File: src/rtl/xsim_dma_burst_client.sv
// Burst DMA initiator for the simulation word-level responder: splits burst commands into
// 32-bit read requests / write32 beats and returns read data through a credit-managed FIFO.
module xsim_dma_burst_client #(
  parameter int RFIFO_DEPTH = 4,
  parameter int BEATS_WIDTH = 16
) (
  input  logic                   CLK,
  input  logic                   RST,
  input  logic                   cmd_valid,
  output logic                   cmd_ready,
  input  logic                   cmd_write,
  input  logic [31:0]            cmd_handle,
  input  logic [31:0]            cmd_addr,
  input  logic [BEATS_WIDTH-1:0] cmd_beats,
  input  logic                   wdata_valid,
  output logic                   wdata_ready,
  input  logic [31:0]            wdata,
  output logic                   rdata_valid,
  input  logic                   rdata_ready,
  output logic [31:0]            rdata,
  output logic                   rdata_last,
  output logic                   done,
  output logic                   busy,
  input  logic                   dma_rdy_readrequest,
  output logic                   dma_en_readrequest,
  output logic [31:0]            dma_readrequest_addr,
  output logic [31:0]            dma_readrequest_handle,
  input  logic                   dma_rdy_readresponse,
  output logic                   dma_en_readresponse,
  input  logic [31:0]            dma_readresponse_data,
  output logic                   dma_en_write32,
  output logic [31:0]            dma_write32_addr,
  output logic [31:0]            dma_write32_handle,
  output logic [31:0]            dma_write32_data
);

  localparam int PW = $clog2(RFIFO_DEPTH);
  localparam int CW = PW + 1;

  typedef enum logic [1:0] {S_IDLE, S_READ, S_WRITE, S_DONE} state_t;

  state_t                 state_q, state_d;
  logic [31:0]            handle_q, handle_d;
  logic [31:0]            req_addr_q, req_addr_d;
  logic [BEATS_WIDTH-1:0] req_left_q, req_left_d;
  logic [BEATS_WIDTH-1:0] resp_left_q, resp_left_d;
  logic [CW-1:0]          outstanding_q, outstanding_d;
  logic [CW-1:0]          count_q, count_d;
  logic [PW-1:0]          wr_ptr_q, wr_ptr_d;
  logic [PW-1:0]          rd_ptr_q, rd_ptr_d;
  logic [31:0]            fifo_data_q [RFIFO_DEPTH];
  logic                   fifo_last_q [RFIFO_DEPTH];

  logic issue, resp, wfire, push, pop;

  always_comb begin
    state_d       = state_q;
    handle_d      = handle_q;
    req_addr_d    = req_addr_q;
    req_left_d    = req_left_q;
    resp_left_d   = resp_left_q;
    issue         = 1'b0;
    resp          = 1'b0;
    wfire         = 1'b0;
    case (state_q)
      S_IDLE: begin
        if (cmd_valid) begin
          handle_d    = cmd_handle;
          req_addr_d  = cmd_addr;
          req_left_d  = cmd_beats;
          resp_left_d = cmd_beats;
          // A zero-beat burst passes through READ/WRITE once with nothing to do,
          // so done lands two cycles after accept in both directions.
          state_d     = cmd_write ? S_WRITE : S_READ;
        end
      end
      S_READ: begin
        // Credit: never let in-flight requests plus buffered beats exceed the FIFO.
        issue = (req_left_q != '0) && dma_rdy_readrequest &&
                ((CW+1)'(outstanding_q) + (CW+1)'(count_q) < (CW+1)'(RFIFO_DEPTH));
        resp  = dma_rdy_readresponse;
        if (issue) begin
          req_addr_d = req_addr_q + 32'd4;
          req_left_d = req_left_q - 1'b1;
        end
        if (resp && resp_left_q != '0) resp_left_d = resp_left_q - 1'b1;
        if ((resp && resp_left_q == BEATS_WIDTH'(1)) || resp_left_q == '0) state_d = S_DONE;
      end
      S_WRITE: begin
        wfire = wdata_valid && (req_left_q != '0);
        if (wfire) begin
          req_addr_d = req_addr_q + 32'd4;
          req_left_d = req_left_q - 1'b1;
        end
        if ((wfire && req_left_q == BEATS_WIDTH'(1)) || req_left_q == '0) state_d = S_DONE;
      end
      default: state_d = S_IDLE;
    endcase
  end

  always_comb begin
    push          = resp;
    pop           = (count_q != '0) && rdata_ready;
    outstanding_d = outstanding_q + CW'(issue) - CW'(resp);
    count_d       = count_q + CW'(push) - CW'(pop);
    wr_ptr_d      = push ? wr_ptr_q + 1'b1 : wr_ptr_q;
    rd_ptr_d      = pop ? rd_ptr_q + 1'b1 : rd_ptr_q;
  end

  always_ff @(posedge CLK) begin
    if (RST) begin
      state_q       <= S_IDLE;
      handle_q      <= '0;
      req_addr_q    <= '0;
      req_left_q    <= '0;
      resp_left_q   <= '0;
      outstanding_q <= '0;
      count_q       <= '0;
      wr_ptr_q      <= '0;
      rd_ptr_q      <= '0;
    end else begin
      state_q       <= state_d;
      handle_q      <= handle_d;
      req_addr_q    <= req_addr_d;
      req_left_q    <= req_left_d;
      resp_left_q   <= resp_left_d;
      outstanding_q <= outstanding_d;
      count_q       <= count_d;
      wr_ptr_q      <= wr_ptr_d;
      rd_ptr_q      <= rd_ptr_d;
    end
  end

  // Storage needs no reset; occupancy is tracked by count_q.
  always_ff @(posedge CLK) begin
    if (!RST && push) begin
      fifo_data_q[wr_ptr_q] <= dma_readresponse_data;
      fifo_last_q[wr_ptr_q] <= (resp_left_q == BEATS_WIDTH'(1));
    end
  end

  assign cmd_ready              = !RST && (state_q == S_IDLE);
  assign wdata_ready            = !RST && (state_q == S_WRITE) && (req_left_q != '0);
  assign rdata_valid            = !RST && (count_q != '0);
  assign rdata                  = RST ? 32'd0 : fifo_data_q[rd_ptr_q];
  assign rdata_last             = !RST && (count_q != '0) && fifo_last_q[rd_ptr_q];
  assign done                   = !RST && (state_q == S_DONE);
  assign busy                   = !RST && (state_q != S_IDLE);
  assign dma_en_readrequest     = !RST && issue;
  assign dma_readrequest_addr   = RST ? 32'd0 : req_addr_q;
  assign dma_readrequest_handle = RST ? 32'd0 : handle_q;
  assign dma_en_readresponse    = !RST && resp;
  assign dma_en_write32         = !RST && wfire;
  assign dma_write32_addr       = RST ? 32'd0 : req_addr_q;
  assign dma_write32_handle     = RST ? 32'd0 : handle_q;
  assign dma_write32_data       = RST ? 32'd0 : wdata;

endmodule

File: config.mk
export PLATFORM = sky130hd
export DESIGN_NAME = xsim_dma_burst_client
export DESIGN_NICKNAME = d
export VERILOG_FILES = /design/src/rtl/xsim_dma_burst_client.sv
export SDC_FILE = /design/constraint.sdc
export NUM_CORES = 1
export LEC_CHECK = 0
export CAP_MARGIN = 20
export CORE_MARGIN = 3
export CORE_UTILIZATION = 52
export CTS_CLUSTER_DIAMETER = 40
export DETAILED_ROUTE_END_ITERATION = 10
export PLACE_DENSITY = 0.89
export SLEW_MARGIN = 0
export SYNTH_ARGS = -nofsm -noshare
export SYNTH_HDL_FRONTEND = slang
export SYNTH_SLANG_ARGS = --single-unit
export TNS_END_PERCENT = 10
File: constraint.sdc
create_clock -name CLK -period 6.5 [get_ports CLK]
set_clock_uncertainty 0.2 [all_clocks]
set_input_delay 1.3 -clock CLK [delete_from_list [all_inputs] [get_ports CLK]]
set_output_delay 1.3 -clock CLK [all_outputs]
set_load 0.02 [all_outputs]
==> results of run 1 <==
==> registers in the layout, indices dropped and copies added, names as in the netlist, named ones only <==
signal,flops
fifo_data_q,128
handle_q,32
req_addr_q,32
req_left_q,16
resp_left_q,16
fifo_last_q,4
count_q,3
outstanding_q,3
rd_ptr_q,2
state_q,2
wr_ptr_q,2
==> where the power goes <==
part           internal (W)  total (W)  switching [W]
Sequential          0.00187    0.00215       0.000281
Clock               0.00121    0.00190       0.000690
Combinational       0.00114    0.00274        0.00159
==> per-stage QoR <==
| step | area (um2) | total power [W] | cells | util [%] | hold WS, ns |
|---|---|---|---|---|---|
| floorplan | 12300 | 0.00401 | 1163 | - | 0.232 |
| global route | 16800 | 0.00716 | 1761 | 72.9 | 0.274 |
| global placement | 15600 | 0.00478 | 1698 | 67.7 | 0.238 |
| finish | 16800 | 0.00679 | 1761 | 72.9 | 0.247 |
| CTS | 16800 | 0.00679 | 1761 | 72.9 | 0.249 |
| detailed placement | 15600 | 0.00486 | 1698 | 67.7 | 0.242 |
==> how the worst max path moves through the flow <==
stage | startpoint | to | depth (start not counted)
2_1_floorplan | RST | dma_en_write32 | 6
3_3_place_gp | dma_rdy_readrequest | dma_en_readrequest | 5
3_5_place_dp | dma_rdy_readrequest | dma_en_readrequest | 5
4_1_cts | dma_rdy_readrequest | dma_en_readrequest | 5
5_1_grt | dma_rdy_readrequest | dma_en_readrequest | 5
6_report | dma_rdy_readrequest | dma_en_readrequest | 5
==> worst max-delay path: stages <==
cell and delay [ns]:
clkdlybuf4s50_1 0.45, nor4b_1 0.63, nand4_1 0.22, nor2_1 0.17, clkdlybuf4s50_1 0.63
==> layer usage <==
| metal | global-route usage, % | up-vias |
|---|---|---|
| met5 | 0 | - |
| met4 | 6.39 | 2 |
| met3 | 6.36 | 58 |
| met2 | 47.8 | 546 |
| met1 | 35.5 | 5013 |
| li1 | - | 4776 |
==> cell usage in the layout (no fill, tap or decap), types with 8 or more instances in the layout <==
cell,instances
and3_1,11
nor2_1,43
nor3_1,27
clkbuf_16,37
dfxtp_1,109
nand3_1,27
nor4_1,13
o311ai_0,8
inv_1,24
edfxtp_1,132
o21ai_0,10
nand4_1,15
nor2b_1,102
nand2_1,114
o32ai_1,11
a32o_1,11
mux4_2,33
a31oi_1,11
o31ai_1,48
ha_1,21
clkdlybuf4s50_1,351
a21oi_1,85
a211oi_1,10
and2_1,40
clkinv_2,9
buf_4,18
==> area by class of cell <==
type                            count  area [um2]  area share [%]
Clock inverter                     23         245            1.46
Timing Repair Buffer              370        3660            21.8
Sequential cell                   242        6170            36.8
Clock buffer                       40         947            5.65
Multi-Input combinational cell    746        5240            31.3
Tap cell                          313         392            2.34
Inverter                           27         101           0.605
==> cells by family (layout without fill, tap and decap cells) <==
logic type / after synthesis / after routing / synth area share (%)
AOI/OAI and AO/OA: 251 / 251 / 14.6
xor gates and xnor gates: 7 / 7 / 0.498
adders and majority gates: 23 / 23 / 2.46
buffers and inverters: 175 / 460 / 7.43
DFF: 242 / 242 / 50.1
muxes: 41 / 41 / 6.70
and+or+nand+nor: 424 / 424 / 18.3
==> results.sh, run 1 <==
export IMPL_drt_initial_drc_count=1186
export IMPL_synth_edf_count=132
export IMPL_diodes=0
export IMPL_cts_clk_slew_worst_paths_ns=0.05
export IMPL_cts_resized=0
export IMPL_hold_path_class="flop to flop"
export IMPL_ys_ff_latch=242
export IMPL_tightest_slew_ns=1.09
export IMPL_p_leak_nw=5.89
export IMPL_syn_avg_cell_area_um2=10.6
export IMPL_yosys_area_top_type="edfxtp_1"
export IMPL_irDropWorstVdd_v=0.000265
export IMPL_totalWireLength_mm=36.5
export IMPL_overflow=0
export IMPL_hold_buffers=0
export IMPL_grt_pass1_vias=10300
export IMPL_reg2regPathDepth=7
export IMPL_wl_per_cell_um=20.7
export IMPL_setup_viol=0
export IMPL_synth_top_cells_by_area="edfxtp_1 (32%), dfxtp_1 (18%), mux4_2 (6.0%)"
export IMPL_period_share_pct=75.4
export IMPL_r2r_start="state_q[1]"
export IMPL_cap_violations=0
export IMPL_cts_sinks=242
export IMPL_yosysWarnings=0
export IMPL_wl_met2_mm=18.2
export IMPL_arrival_ns=3.40
export IMPL_post_cts_buffers=0
export IMPL_max_slew_margin_pct=26.9
export IMPL_synth_async_sr_flop_share_pct=0
export IMPL_fin_setup_tns_ns=0
export IMPL_yosysSeqAreaShare_pct=50.1
export IMPL_grt_max_degree=69
export IMPL_cts_buffer_depth=3
export IMPL_crit_fanout=3
export IMPL_antenna_found_initial=1
export IMPL_criticalPathCategory="primary input to primary output"
export IMPL_initial_core_util_pct=53.6
export IMPL_rsz0062_at_grt="no"
export IMPL_drc=0
export IMPL_die_w_um=160
export IMPL_first_pass_iters=8
export IMPL_rows=55
export IMPL_end_kind="primary output"
export IMPL_syn_nets=1338
export IMPL_max_clock_freq_mhz=204
export IMPL_via_count=10400
export IMPL_htreeDepth=2
export IMPL_fin_crit_ns=4.90
export IMPL_cts_buffers=35
export IMPL_r2r_end="req_addr_q[12]"
export IMPL_ys_types=73
export IMPL_die_area_mm2=0.0256
export IMPL_cts_tree="yes"
export IMPL_drive_above_1_share_pct=9.19
export IMPL_core_area_mm2=0.0230
export IMPL_yosys_area_top_type_share_pct=32.2
export IMPL_finalMaxSlewViolations=0
export IMPL_hold_start="handle_q[16]"
export IMPL_regToRegSetupSlack_ns=2.62
export IMPL_hold_violations=0
export IMPL_p_per_area_mw_per_mm2=405
export IMPL_outcome="finished, final reports clean"
export IMPL_area_growth_pct=36.1
export IMPL_antenna_left=0
export IMPL_dieHeight_um=160
export IMPL_viasPerCell=5.90
export IMPL_root_buffer="clkbuf_16"
export IMPL_top_layer_used="met5"
export IMPL_syn_cell_area_mm2=0.0123
export IMPL_place_worst_setup_slack_ns=1.62
export IMPL_wl_met3_mm=3.10
export IMPL_ys_flop_type="edfxtp_1"
export IMPL_port_buffers=352
export IMPL_final_setup_worst_slack_ns=1.60
export IMPL_place_gp_congestion=0.901
export IMPL_met1Wirelength_mm=14.6
export IMPL_yosysMostFrequentCell="edfxtp_1"
export IMPL_syn_inst=1163
export IMPL_fin_nets=1597
export IMPL_ios=353
export IMPL_dp_hpwl_mm=25.3
export IMPL_insertion_delay_ns=0.50
export IMPL_cp_data_required_time_ns=5.00
export IMPL_crit_path_start_kind="primary input"
export IMPL_track_usage_pct=27.6
export IMPL_fillerInstances=1586
export IMPL_synth_common_cells="edfxtp_1 (132), nand2_1 (114), dfxtp_1 (110), nor2b_1 (102), a21oi_1 (85)"
export IMPL_holdPathEnd="handle_q[16]"
export IMPL_whs_path_depth=2
export IMPL_grt_pass1_wl_mm=57.1
Note: power is estimated with default switching activity, not from simulation.
==> run 2, diff against run 1 <==
CORE_UTILIZATION = 44   (was 52)
PLACE_DENSITY = 0.81   (was 0.89)
clock period = 4.1 ns   (was 6.5 ns; I/O delays follow)
==> run 2 against run 1 <==
Register-to-register slack worse by 1.5 ns. Design area is 1.2% higher. Combinational power up 62%. Count of clock-buffer cells in the layout grew 3. Hold slack better by 0.0027 ns. Sequential power is 56% higher. Critical path type is now flop to primary output. Critical endpoint is now dma_en_write32.
==> results.sh, run 2 (synthesis results as in run 1) <==
export IMPL_port_buffers=352
export IMPL_crit_path_start_kind="flop"
export IMPL_dp_hpwl_mm=24.8
export IMPL_layout_common_cells="clkdlybuf4s50_1 (350), edfxtp_1 (132), nand2_1 (114)"
export IMPL_reg_top3="fifo_data_q x128, handle_q x32, req_addr_q x32"
export IMPL_drc=0
export IMPL_overflow=0
export IMPL_arrival_ns=2.81
export IMPL_fin_nets=1607
export IMPL_end_kind="primary output"
export IMPL_first_pass_iters=5
export IMPL_rsz0062_at_grt="no"
export IMPL_finalMaxSlewViolations=0
export IMPL_antenna_left=0
export IMPL_drive_above_1_share_pct=9.73
export IMPL_rows=60
export IMPL_cts_clk_slew_worst_paths_ns=0.06
export IMPL_totalWireLength_mm=35.8
export IMPL_ios=353
export IMPL_hold_buffers=0
export IMPL_grt_max_degree=78
export IMPL_regMostFlops="fifo_data_q"
export IMPL_r2r_start="req_left_q[0]"
export IMPL_max_clock_freq_mhz=261
export IMPL_irDropWorstVdd_v=0.000454
export IMPL_max_slew_margin_pct=30.3
export IMPL_period_share_pct=93.4
export IMPL_fin_setup_tns_ns=0
export IMPL_initial_core_util_pct=45.2
export IMPL_regToRegSetupSlack_ns=1.16
export IMPL_place_worst_setup_slack_ns=0.534
export IMPL_hold_path_class="flop to flop"
export IMPL_place_gp_congestion=0.921
export IMPL_grt_pass1_vias=9991
export IMPL_drt_initial_drc_count=1003
export IMPL_cts_tree="yes"
export IMPL_die_w_um=173
export IMPL_cts_sinks=242
export IMPL_final_common_cell="clkdlybuf4s50_1"
export IMPL_largest_reg_flops=128
export IMPL_root_buffer="clkbuf_16"
export IMPL_antenna_found_initial=2
export IMPL_grt_pass1_wl_mm=55.9
export IMPL_p_per_area_mw_per_mm2=637
export IMPL_dieHeight_um=173
export IMPL_tightest_slew_ns=1.04
export IMPL_p_leak_nw=5.95
export IMPL_insertion_delay_ns=0.51
export IMPL_viasPerCell=5.59
export IMPL_hold_start="handle_q[0]"
export IMPL_via_count=10200
export IMPL_outcome="finished, final reports clean"
export IMPL_cts_buffer_depth=3
export IMPL_crit_fanout=5
export IMPL_htreeDepth=2
export IMPL_fin_crit_ns=3.83
export IMPL_hold_violations=0
export IMPL_cp_data_required_time_ns=3.08
export IMPL_area_growth_pct=37.7
export IMPL_criticalPathCategory="flop to primary output"
export IMPL_reg2regPathDepth=10
export IMPL_setup_viol=0
export IMPL_whs_path_depth=2
export IMPL_core_area_mm2=0.0273
export IMPL_final_setup_worst_slack_ns=0.272
export IMPL_r2r_end="outstanding_q[1]"
export IMPL_cts_buffers=36
export IMPL_wl_per_cell_um=19.6
export IMPL_die_area_mm2=0.0300
export IMPL_holdPathEnd="handle_q[0]"
export IMPL_cap_violations=0
export IMPL_track_usage_pct=22.8
run 2: cell types whose count changed in the layout (fill, tap and decap cells not counted), moves of 2 or more:
cell,delta
inv_6,+2
buf_4,+5
inv_8,+2
clkinv_2,-7
buf_12,+5
clkbuf_1,+3
clkinv_8,+2
run 2: worst max path at each step:
stage | from | to | slack [ns] | depth (start not counted)
finish | req_left_q[0] | dma_en_write32 | 0.27 | 8
global route | req_left_q[0] | dma_en_write32 | 0.1 | 8
CTS | req_left_q[0] | dma_en_write32 | 0.18 | 8
detailed placement | dma_rdy_readrequest | dma_en_readrequest | 0.53 | 5
global placement | dma_rdy_readrequest | dma_en_readrequest | 0.56 | 5
floorplan | RST | dma_en_write32 | 1.04 | 6
run 2: critical path, stage by stage, from the launching register on:
cell and delay, ns:
dfxtp_1 0.34, inv_1 0.11, ha_1 0.24, nor3b_2 0.29, nand2_1 0.19, nor2_1 0.23
a21oi_1 0.13, and2_1 0.22, clkdlybuf4s50_1 0.55
run 2: cell type report:
| type | count | area [um2] |
|---|---|---|
| Clock buffer | 43 | 947 |
| Antenna cell | 1 | 2.50 |
| Clock inverter | 22 | 245 |
| Fill cell | 2174 | 10300 |
| Sequential cell | 242 | 6170 |
| Timing Repair Buffer | 379 | 3790 |
| Multi-Input combinational cell | 746 | 5240 |
| Tap cell | 372 | 465 |
| Inverter | 27 | 101 |
run 2: timing repair:
item	CTS	global route
gates resized for setup	0	1
setup endpoints to repair	0	1
endpoints found under the hold margin	0	0
setup buffers	0	0
run 2: routing by layer:
metal	part of all wire (%)	track usage [%]	routed length, um	vias up
met5	0.031	0	11	-
met4	2.4	6.42	856	2
met3	8.4	4.93	3020	60
met2	49	39.0	17600	523
met1	40	29.3	14400	4863
li1	-	-	-	4799
run 2: where the power goes:
group          switching, W  total [W]  internal (W)  leakage [nW]
Clock               0.00113    0.00300       0.00187         0.573
Sequential         0.000397    0.00336       0.00296          2.09
Combinational       0.00257    0.00445       0.00188          3.28
Total               0.00410     0.0108       0.00671          5.95
run 2: per-stage QoR:
stage | utilization [%] | cells | power (W) | hold WS (ns) | instance area, um2
floorplan | - | 1163 | 0.00636 | 0.232 | 12300
global placement | 57.8 | 1766 | 0.00767 | 0.237 | 15800
detailed placement | 57.8 | 1766 | 0.00777 | 0.242 | 15800
CTS | 62.2 | 1831 | 0.0108 | 0.249 | 16900
global route | 62.2 | 1832 | 0.0114 | 0.273 | 17000
finish | 62.2 | 1832 | 0.0108 | 0.250 | 17000
